## src/rtl/w460_core.sv

```systemverilog
// w460_core: parametrised five-state multicycle accumulator-style core.
// Define W460_INDIRECT_EN to enable the r0-indirect operand and memory write-back.
module w460_core #(
    parameter int N  = 8,
    parameter int RW = 2
) (
    input  logic         clk,
    input  logic         reset,
    output logic [N-1:0] mem_rd_addr1,
    input  logic [N-1:0] mem_rd_data1,
    output logic [N-1:0] mem_rd_addr2,
    input  logic [N-1:0] mem_rd_data2,
    output logic [N-1:0] mem_wr_addr,
    output logic [N-1:0] mem_wr_data,
    output logic         mem_wr_en,
    output logic         instr_done
);

`ifdef W460_INDIRECT_EN
    localparam bit IND = 1'b1;
`else
    localparam bit IND = 1'b0;
`endif

    localparam int NR = 2**RW;

    typedef enum logic [2:0] {
        S_IF, S_ID, S_OP, S_EX, S_WB
    } state_t;

    state_t state, state_nx;

    logic [N-1:0] pc;
    logic [N-1:0] ir;
    logic [N-1:0] result;
    logic [N-1:0] regs [NR];
    logic         wr_q;
    logic         done_q;

    logic [2:0]    opc;
    logic [RW-1:0] reg1;
    logic [RW-1:0] reg0;
    logic          dst;

    assign opc  = ir[N-1 -: 3];
    assign reg1 = ir[N-4 -: RW];
    assign reg0 = ir[N-4-RW -: RW];
    assign dst  = ir[0];

    logic         is_branch;
    logic         two_word;
    logic         indirect;
    logic         mem_wb;
    logic         taken;
    logic [N-1:0] opa;
    logic [N-1:0] opb;
    logic [N-1:0] opr;
    logic [N-1:0] alu;
    logic [N-1:0] target;

    // odd opcodes carry an immediate; beq/blt carry an offset
    assign is_branch = opc[2] & opc[1];
    assign two_word  = opc[0] | is_branch;
    assign indirect  = IND && (reg0 == '0);
    assign mem_wb    = indirect && !dst && !opc[0] && !is_branch;

    assign opb = regs[reg1];
    assign opr = regs[reg0];
    assign opa = two_word ? mem_rd_data1
               : (indirect ? mem_rd_data2 : opr);

    assign taken  = opc[0] ? (opb < opr) : (opb == opr);
    // pc already points one past the opcode word here
    assign target = pc + mem_rd_data1 - N'(1);

    always_comb begin
        alu = opb;
        unique case (opc[2:1])
            2'b00:   alu = opb + opa;
            2'b01:   alu = opb - opa;
            2'b10:   alu = (dst || opc[0]) ? opa : opb;
            default: alu = opb;
        endcase
    end

    always_comb begin
        state_nx = S_IF;
        case (state)
            S_IF:    state_nx = S_ID;
            S_ID:    state_nx = S_OP;
            S_OP:    state_nx = S_EX;
            S_EX:    state_nx = S_WB;
            default: state_nx = S_IF;
        endcase
    end

    always_ff @(posedge clk) begin
        if (reset) begin
            state  <= S_IF;
            pc     <= '0;
            ir     <= '0;
            result <= '0;
            wr_q   <= 1'b0;
            done_q <= 1'b0;
            for (int i = 0; i < NR; i++) regs[i] <= '0;
        end else begin
            state  <= state_nx;
            wr_q   <= 1'b0;
            done_q <= 1'b0;
            case (state)
                S_ID: begin
                    ir <= mem_rd_data1;
                    pc <= pc + N'(1);
                end
                S_EX: begin
                    result <= alu;
                    wr_q   <= mem_wb;
                    done_q <= 1'b1;
                    if (is_branch && taken) pc <= target;
                    else if (two_word) pc <= pc + N'(1);
                end
                S_WB: begin
                    if (!is_branch && !mem_wb)
                        regs[dst ? reg1 : reg0] <= result;
                end
                default: ;
            endcase
        end
    end

    assign mem_rd_addr1 = pc;
    assign mem_rd_addr2 = IND ? regs[0] : '0;
    assign mem_wr_addr  = regs[0];
    assign mem_wr_data  = result;
    assign mem_wr_en    = IND & wr_q;
    assign instr_done   = done_q;

endmodule

```

## config.mk

```make
export PLATFORM = sky130hd
export DESIGN_NAME = w460_core
export DESIGN_NICKNAME = d
export VERILOG_FILES = /design/src/rtl/w460_core.sv
export SDC_FILE = /design/constraint.sdc
export NUM_CORES = 1
export LEC_CHECK = 0
export BUFFER_PORTS_ARGS = -buffer_cell sky130_fd_sc_hd__buf_2
export CAP_MARGIN = 5
export CORE_MARGIN = 2
export CORE_UTILIZATION = 64
export CTS_BUF_LIST = sky130_fd_sc_hd__clkbuf_16
export DETAILED_ROUTE_END_ITERATION = 8
export PLACE_DENSITY = 0.88
export SLEW_MARGIN = 10
export SYNTH_ARGS = -nofsm -noshare
export SYNTH_HDL_FRONTEND = slang
export SYNTH_SLANG_ARGS = --single-unit
```

## constraint.sdc

```tcl
create_clock -name clk -period 8.67 [get_ports clk]
set_input_delay 1.734 -clock clk [delete_from_list [all_inputs] [get_ports clk]]
set_output_delay 1.734 -clock clk [all_outputs]
set_load 0.05 [all_outputs]
```

## After elaboration in Yosys (flattened, before gate mapping)

Memory sizes are Yosys's and may differ from the RTL's. A register that Yosys moved wholly into a read port is not among the register bits.
Cells that the tools add are included.

- Register bits after elaboration: 28
- Bits in writable memories: 32
- Bits of input ports: 18
- Output and inout bits: 34
- Logic and storage cells: 52
- Memories kept: 1

- $add $sub $neg: 5
- $lt $le $gt $ge: 1
- Equality and inequality tests: 8
- Mux-type cells: 23
- Bitwise gates (word level): 2
- Reduce and logical (&&, ||, !) cells: 7

Memories:

| memory | depth | width | rd ports | clocked after Yosys merged registers in | write ports | RTL line | text |
|---|---|---|---|---|---|---|---|
| regs | 4 | 8 | 3 | 2 | 4 | 36 | `logic [N-1:0] regs [NR];` |

Operator list:

| kind | count |
|---|---|
| $mux 8 | 5 |
| $pmux 8 s3 | 1 |
| $add 8x8->8 | 2 |
| $pmux 8 s2 | 1 |
| $mux 2 | 6 |
| $pmux 3 s4 | 1 |
| $mux 1 | 9 |
| $add 8x1->8 const B | 1 |
| $eq 8x8->1 | 1 |
| $lt 8x8->1 | 1 |
| $reduce_or 8->1 | 1 |
| $sub 8x1->8 const B | 1 |
| $sub 8x8->8 | 1 |
| $eq 3x2->1 const B | 2 |
| $eq 3x1->1 const B | 1 |
| $eq 3x3->1 const B | 1 |
| $logic_not 3->1 | 1 |
| $ne 3x3->1 const B | 1 |
| $eq 2x1->1 const B | 1 |
| $eq 2x2->1 const B | 1 |
| $logic_not 2->1 | 1 |
| $reduce_and 2->1 | 1 |
| $reduce_bool 2->1 | 1 |
| $and 1x1->1 | 1 |
| other kinds (3) | 3 |

## Longest topological paths before layout

Gate-level depths: netlist (run 1).

- Depth in word-level cells: 7
- Mapped depth: 17
- Gate-level depth less buffers: 15

## Least setup slack after synthesis (run 1)

Ideal clock, no wire load.

- Path kind: input to register
- From: input port mem_rd_data1[0]
- To: register result[6], in the netlist mem_wr_data[6]
- Library setup time: 0.078 ns
- Arrival time: 3.937 ns
- Data required time: 8.592 ns
- Setup slack: 4.656 ns
- Cell stages on the path: 14
- Buffers on the path: 0
- Cells stage by stage: inv_1 > nor2_1 > a21oi_4 > ha_1 > nor2_1 > xor2_1 > ha_1 > nor2b_1 > o21ai_0 > a21boi_0 > o21a_1 > o21a_1 > o311a_1 > nor3_1

- Cells in the longest elaborated chain, start to end: 3
- Elaborated cells between the ends (all ways): 4
- Classes of those cells: add/sub: 2; mux: 2

RTL lines:

| item | RTL line | text |
|---|---|---|
| start, declared | 10 | `input logic [N-1:0] mem_rd_data1,` |
| $mux 8 * | 69 | `assign opa = two_word ? mem_rd_data1` |
| $sub 8x8->8 or $add 8x8->8 (tied branches) | 80, 79 |  |
| $pmux 8 s3 * | 78 | `unique case (opc[2:1])` |
| end signal, assigned | 116 | `result <= alu;` |
| end, declared | 35 | `logic [N-1:0] result;` |

Mark *: on every way between the ends. The rest lies on a longest branch, timed or not.
A chain may end at the register's enable or synchronous reset.

## Worst setup path in the final report (run 1)

- From: input port mem_rd_data1[0]
- To: register result[7], in the netlist mem_wr_data[7]

Same word-level chain as after synthesis.

==> impl_results.rst, run 1 <==
.. list-table::
   :header-rows: 1

   * - Metric
     - Value
   * - Chain of cells forming the critical path
     - buf_2, inv_1, nor2_1, a21oi_4, ha_1, nand2_1, o21ai_0, inv_1, ha_1, nor2b_1, o2111ai_1, nand3_1, o211ai_1, or4_1, o221ai_1, nand3b_1
   * - Number of violations reported at the end of detailed-routing iteration 0
     - 237
   * - Required time of the critical path
     - 8.94 ns
   * - Grt total ovfl
     - 0
   * - Netlist cell types
     - 62
   * - Final count of pins violating max slew
     - 0
   * - Cell area after synthesis
     - 0.00448 mm^2
   * - Number of cells on the worst hold path
     - 1
   * - Ranking of synthesized cells by area
     - edfxtp_1, dfxtp_1, ha_1, mux4_2, nor2_1
   * - Initial DRT Pass Iterations
     - 4
   * - Critical path depth
     - 16
   * - Post-synth EDFFs
     - 32
   * - GRT Overall Usage
     - 0.305
   * - Fraction of layout instances using a drive strength above 1
     - 0.141
   * - Routed WL per cell
     - 18.3 um
   * - Minimum setup slack after placement
     - 4.18 ns
   * - Hold Violations, Final
     - 0
   * - Setup repair after global routing missed its margin
     - no
   * - Largest net degree at the start of global routing
     - 35
   * - Via count of the first global-routing pass
     - 3670
   * - Final Total Pwr
     - 940 uW
   * - Via count of the routed design
     - 3678
   * - Total of flip-flops plus latches after synthesis
     - 63
   * - Reported max-cap violation count
     - 0
   * - Clock Skew
     - 0.00960 ns
   * - Buffer and inverter count on the worst path
     - 3
   * - Full die area
     - 0.00768 mm^2
   * - CP arrival
     - 4.50 ns
   * - Setup slack after layout
     - 4.44 ns
   * - Placed Cells
     - 578
   * - Critical Path End Type
     - register
   * - Row count
     - 30
   * - Max stage delay on crit path
     - 0.50 ns
   * - Post-CTS repair timing setup buffer count
     - 0
   * - Wire length of the first global-routing pass
     - 17800 um
   * - CTS Buffer Depth
     - 2
   * - Final #Nets
     - 543
   * - Final HPWL DP
     - 7850 um
   * - Clock buffer count from CTS
     - 9
   * - Reg2Reg Depth
     - 15
   * - Outcome
     - completed
   * - Top post-synthesis cells by count
     - nor2_1, inv_1, edfxtp_1, dfxtp_1, ha_1
   * - Placeable core area
     - 0.00679 mm^2
   * - Die boundary width
     - 87.6 um
   * - CTS hold repair buffers
     - 0
   * - Startpoint kind of the worst setup timing path
     - primary input
   * - Mean instance size in the synthesized netlist
     - 9.59 um^2
   * - Final standard cell count with taps included and fillers excluded
     - 594
   * - Hold Crit Class
     - reg2reg
   * - Count of port buffers added during placement
     - 34
   * - Slew headroom
     - 0.275
   * - Proportion of netlist area held by the largest area contributor
     - 0.215
   * - Number of antenna-violating nets in the routed design
     - 0
   * - Clock root buffer
     - clkbuf_16
   * - H-tree depth reported by CTS
     - 3
   * - Max stage delay cell, worst path
     - or4_1
   * - Proportion of synthesized flip-flops having asynchronous set or reset
     - 0
   * - Post-synthesis sequential area ratio
     - 0.353
   * - Initial core utilization
     - 0.659
   * - Synth Flop Type
     - edfxtp_1
   * - Total DRC errors in the routed layout
     - 0
   * - Synth Warn #
     - 0
   * - Number of gates resized after cts
     - 0
   * - Static leakage power
     - 2.06 nW
   * - Die H
     - 87.6 um
   * - Total negative slack
     - 0 ns
   * - Most frequent cell after synthesis
     - nor2_1
   * - Synthesis-to-layout area growth
     - 9.61%
   * - Fill cell count
     - 458
   * - Final core utilization
     - 0.722
   * - Finish-stage setup viols
     - 0
   * - Top Family by Delay on Critical Path
     - simple AND/OR/NAND/NOR gates
   * - Routability cong.
     - 0.930
   * - Largest driver fanout on the critical path
     - 4
   * - IO Count
     - 52
   * - Top achievable clock speed
     - 236 MHz
   * - Number of antenna violations at the first check in global routing
     - 0
   * - Clock tree from TritonCTS
     - yes
   * - Worst-path clk slew
     - 0.06 ns
   * - Worst-Margin Slew
     - 1.09 ns
   * - Minimum clock period after layout
     - 4.23 ns
   * - Final period utilization
     - 0.488
   * - Worst-Skew Late Latency
     - 0.33 ns
   * - Gate count after technology mapping
     - 467
   * - Clock Sinks
     - 63
   * - Peak supply drop
     - 141 uV
   * - Cell taking the most area after synthesis
     - edfxtp_1
   * - Antenna diode instance count
     - 0
   * - Pwr Density
     - 191 mW/mm^2
   * - Crit path kind
     - in2reg
   * - Via density
     - 6.19
   * - Wire length after detailed routing
     - 10900 um
path summary, 6_finish.rpt:
path                            start                           to  slack [ns]
setup / recovery      mem_rd_data1[0]  mem_wr_data[7]$_SDFFE_PP0P_        4.44
hold / removal    state[2]$_SDFF_PP0_          state[0]$_SDFF_PP0_        0.49
setup reg to reg   ir[7]$_SDFFE_PP0P_  mem_wr_data[7]$_SDFFE_PP0P_        4.72
hold reg to reg   state[2]$_SDFF_PP0_          state[0]$_SDFF_PP0_        0.49
worst reg2reg max path, stage by stage (launching register included):
cell and delay (ns):
dfxtp_1 0.81, a21oi_1 0.38, nor2_1 0.31, a21oi_4 0.07, ha_1 0.31, nand2_1 0.04, o21ai_0 0.16, inv_1 0.08
ha_1 0.27, nor2b_1 0.19, o2111ai_1 0.20, nand3_1 0.14, o211ai_1 0.16, or4_1 0.50, o221ai_1 0.15, nand3b_1 0.12
layout make-up:
| cell class | count | area [um^2] | share of cell area |
|---|---|---|---|
| Multi-Input combinational cell | 337 | 2590 | 0.528 |
| Clock inverter | 7 | 32.5 | 0.00663 |
| Inverter | 46 | 173 | 0.0352 |
| Clock buffer | 9 | 225 | 0.0459 |
| Sequential cell | 63 | 1580 | 0.322 |
| Timing Repair Buffer | 36 | 185 | 0.0377 |
| Tap cell | 96 | 120 | 0.0245 |
report_power, final:
group | switching, mW | total, mW | internal, mW
Combinational | 0.163 | 0.268 | 0.105
Sequential | 0.0246 | 0.353 | 0.328
Clock | 0.131 | 0.319 | 0.188
routing by layer:
metal,global-route usage,vias to the layer above,part of all wire
met4,0.133,0,0.026
met2,0.539,161,0.51
met5,0,-,0
met1,0.364,1790,0.40
li1,-,1701,-
met3,0.0528,26,0.062
registers in the layout, indices dropped and copies added (netlist names), named ones only:
register / cells
regs: 32
ir: 8
mem_rd_addr1: 8
mem_wr_data: 8
state: 3
stage by stage:
stage          area [um^2]  hold slack [ns]
6_report              4910            0.490
5_1_grt               4910            0.525
4_1_cts               4910            0.490
3_5_place_dp          4650            0.489
3_3_place_gp          4650            0.478
2_1_floorplan         4510            0.473
cell usage in the layout (no fill, tap or decap), drive strengths merged, types with 5 or more instances in the layout:
cell type,n
edfxtp,32
xnor2,13
o21bai,5
nor2b,7
clkbuf,9
conb,9
and3,11
a21oi,21
inv,48
mux4,18
and2,25
mux2i,14
ha,30
nand2,24
o211ai,8
nand3,6
nor3,14
o21ai,21
buf,36
dfxtp,31
nor2,51
a22oi,6
cell families after synthesis:
family          share of synthesized area
other cells                      0.000838
fa+ha+maj                          0.0928
buf+inv                            0.0749
xor+xnor                           0.0313
simple gates                        0.183
flops                               0.353
compound gates                      0.134
mux                                 0.130
Note: power is estimated with default switching activity, not from simulation.
==> run 2: changes to the inputs <==
--- a/config.mk
+++ b/config.mk
@@ -8,10 +8,10 @@
 export BUFFER_PORTS_ARGS = -buffer_cell sky130_fd_sc_hd__buf_2
 export CAP_MARGIN = 5
 export CORE_MARGIN = 2
-export CORE_UTILIZATION = 64
+export CORE_UTILIZATION = 59
 export CTS_BUF_LIST = sky130_fd_sc_hd__clkbuf_16
 export DETAILED_ROUTE_END_ITERATION = 8
-export PLACE_DENSITY = 0.88
+export PLACE_DENSITY = 0.82
 export SLEW_MARGIN = 10
 export SYNTH_ARGS = -nofsm -noshare
 export SYNTH_HDL_FRONTEND = slang
==> constraint.sdc (replaced) <==
create_clock -name clk -period 4.3 [get_ports clk]
set_input_delay 0.86 -clock clk [delete_from_list [all_inputs] [get_ports clk]]
set_output_delay 0.86 -clock clk [all_outputs]
set_load 0.05 [all_outputs]
==> impl_results.rst, run 2 (synthesis gave the netlist of run 1 again) <==
.. list-table::
   :header-rows: 1

   * - Metric
     - Value
   * - Outcome
     - completed (unchanged)
   * - Row count
     - 31 (was 30)
   * - Crit path kind
     - reg2reg (was in2reg)
   * - Static leakage power
     - 2.10 nW (was 2.06 nW)
   * - Reg power frac
     - 0.372 (was 0.376)
   * - Instance area at placement
     - 0.00470 mm^2 (was 0.00465 mm^2)
   * - Final count of pins violating max slew
     - 0 (unchanged)
   * - Total negative slack
     - 0 ns (unchanged)
   * - Via count of the first global-routing pass
     - 3710 (was 3670)
   * - Setup repair after global routing missed its margin
     - no (unchanged)
   * - Peak supply drop
     - 304 uV (was 141 uV)
   * - Area of the multi-input gates
     - 0.00259 mm^2 (unchanged)
   * - CP arrival
     - 3.91 ns (was 4.50 ns)
   * - Initial core utilization
     - 0.614 (was 0.659)
   * - CTS hold repair buffers
     - 0 (unchanged)
   * - Clock Skew
     - 0.00867 ns (was 0.00960 ns)
   * - Routed WL per cell
     - 18.0 um (was 18.3 um)
   * - Minimum clock period after layout
     - 3.65 ns
   * - Fraction of power consumed by combinational cells
     - 0.287 (was 0.285)
   * - IO Count
     - 52 (unchanged)
   * - Commonest non-fill, non-tap cell in the layout
     - nor2_1 (unchanged)
   * - Final #Nets
     - 549 (was 543)
   * - Number of violations reported at the end of detailed-routing iteration 0
     - 291 (was 237)
   * - Die boundary width
     - 91.1 um (was 87.6 um)
   * - Wire length after detailed routing
     - 10900 um (about the same)
   * - H-tree depth reported by CTS
     - 3 (unchanged)
   * - Net switching power of the design
     - 640 uW (was 318 uW)
   * - Clock root buffer
     - clkbuf_16 (unchanged)
   * - Critical Path End Type
     - register (unchanged)
   * - Fraction of layout instances using a drive strength above 1
     - 0.153 (was 0.141)
   * - Hold Violations, Final
     - 0 (unchanged)
   * - Final core utilization
     - 0.680 (was 0.722)
   * - Top achievable clock speed
     - 274 MHz
   * - Switching portion of total power
     - 0.337 (was 0.338)
   * - Register with the most flip-flops
     - regs (unchanged)
   * - Placeable core area
     - 0.00729 mm^2 (was 0.00679 mm^2)
   * - Worst-path clk slew
     - 0.06 ns (about the same)
   * - Final period utilization
     - 0.850
   * - Hold Crit Class
     - reg2reg (unchanged)
   * - Count of port buffers added during placement
     - 34 (unchanged)
   * - Full die area
     - 0.00830 mm^2 (was 0.00768 mm^2)
   * - CTS Buffer Depth
     - 2 (unchanged)
   * - Die H
     - 91.1 um (was 87.6 um)
   * - Startpoint kind of the worst setup timing path
     - register (was primary input)
   * - Number of antenna violations at the first check in global routing
     - 0 (unchanged)
   * - Worst-Skew Late Latency
     - 0.33 ns (about the same)
   * - Final HPWL DP
     - 7930 um (was 7850 um)
   * - Internal cell power
     - 1.26 mW (was 622 uW)
   * - Pwr Density
     - 383 mW/mm^2 (was 191 mW/mm^2)
   * - Finish-stage setup viols
     - 0 (unchanged)
   * - Reported max-cap violation count
     - 0 (unchanged)
   * - Flip-flop count of the largest register, all copies and words added
     - 32 (unchanged)
   * - Post-route cell area
     - 0.00496 mm^2 (was 0.00491 mm^2)
   * - Clock tree from TritonCTS
     - yes (unchanged)
   * - Post-CTS repair timing setup buffer count
     - 0 (unchanged)
   * - Synthesis-to-layout area growth
     - 10.7% (was 9.61%)
   * - GRT Overall Usage
     - 0.276 (was 0.305)
   * - Required time of the critical path
     - 4.55 ns (was 8.94 ns)
   * - Slew headroom
     - 0.264 (was 0.275)
   * - Grt total ovfl
     - 0 (unchanged)
   * - Worst-Margin Slew
     - 1.10 ns (was 1.09 ns)
   * - Total DRC errors in the routed layout
     - 0 (unchanged)
   * - Fill cell count
     - 599 (was 458)
   * - Initial DRT Pass Iterations
     - 4 (unchanged)
   * - Number of gates resized after cts
     - 0 (unchanged)
   * - Final Total Pwr
     - 1.90 mW (was 940 uW)
   * - Clock buffer count from CTS
     - 9 (unchanged)
   * - Via density
     - 6.04 (was 6.19)
   * - Routability cong.
     - 0.867 (was 0.930)
   * - Worst hold slack
     - 0.518 ns (was 0.490 ns)
   * - Register Area
     - 0.00158 mm^2 (unchanged)
   * - Via count of the routed design
     - 3643 (was 3678)
   * - Clock Sinks
     - 63 (unchanged)
   * - Largest net degree at the start of global routing
     - 35 (unchanged)
   * - Wire length of the first global-routing pass
     - 17900 um (was 17800 um)
   * - Clk pwr share
     - 0.341 (was 0.339)
   * - Largest driver fanout on the critical path
     - 9 (was 4)
   * - Number of antenna-violating nets in the routed design
     - 0 (unchanged)
   * - Antenna diode instance count
     - 0 (unchanged)
   * - Most frequent cells in the layout
     - nor2_1, inv_1, buf_2 (unchanged)
## run 2: changes by cell type in the layout (fill, tap and decap cells not counted)
cell,delta
buf_4,+6
clkinv_1,-1
clkinv_2,-1
inv_2,+1
inv_4,+1
## run 2: per-stage QoR
| step | worst slack [ns] | instances |
|---|---|---|
| 2_1_floorplan | 0.924 | 475 |
| 3_3_place_gp | 0.746 | 587 |
| 3_5_place_dp | 0.689 | 587 |
| 4_1_cts | 0.665 | 603 |
| 5_1_grt | 0.376 | 603 |
| 6_report | 0.646 | 603 |
## run 2: final timing paths
path,end,start,slack [ns],depth (start not counted)
min,state[0]$_SDFF_PP0_,state[2]$_SDFF_PP0_,0.52,1
max,mem_wr_data[6]$_SDFFE_PP0P_,register,0.65,14
max reg2reg,mem_wr_data[6]$_SDFFE_PP0P_,register,0.65,14
min reg2reg,state[0]$_SDFF_PP0_,state[2]$_SDFF_PP0_,0.52,1
## run 2: critical path, cell delays in order, from the launching register on
cell and delay, ns:
dfxtp_1 0.37, buf_4 0.21, mux4_1 0.62, a21oi_1 0.25
ha_1 0.22, nor2_1 0.06, xor2_1 0.14, ha_1 0.34
nor2b_1 0.15, o21ai_0 0.22, a21boi_0 0.16, o21a_1 0.21
o21a_1 0.17, o311a_1 0.32, nor3_1 0.15
## run 2: layout make-up
type,instances,share of cell area
clock buffers,9,0.0454
clock inverters,7,0.00681
flip-flops and latches,63,0.319
well taps,99,0.0250
multi-input cells,337,0.522
inverters,46,0.0348
repair buffers,42,0.0464
## run 2: power by group through the flow
stage / logic (mW) / registers, mW / clock network (mW)
6_report: 0.545 / 0.705 / 0.647
5_1_grt: 0.601 / 0.710 / 0.674
4_1_cts: 0.541 / 0.704 / 0.647
3_5_place_dp: 0.534 / 0.716 / 0
3_3_place_gp: 0.519 / 0.711 / 0
2_1_floorplan: 0.403 / 0.738 / 0
## run 2: per-layer routing
metal	track usage	wire length, um	part of all wire	up-vias
met5	0	0	0	-
met1	0.323	4460	0.41	1753
met2	0.493	5430	0.50	140
met4	0.110	342	0.031	0
li1	-	-	-	1716
met3	0.0573	656	0.060	34
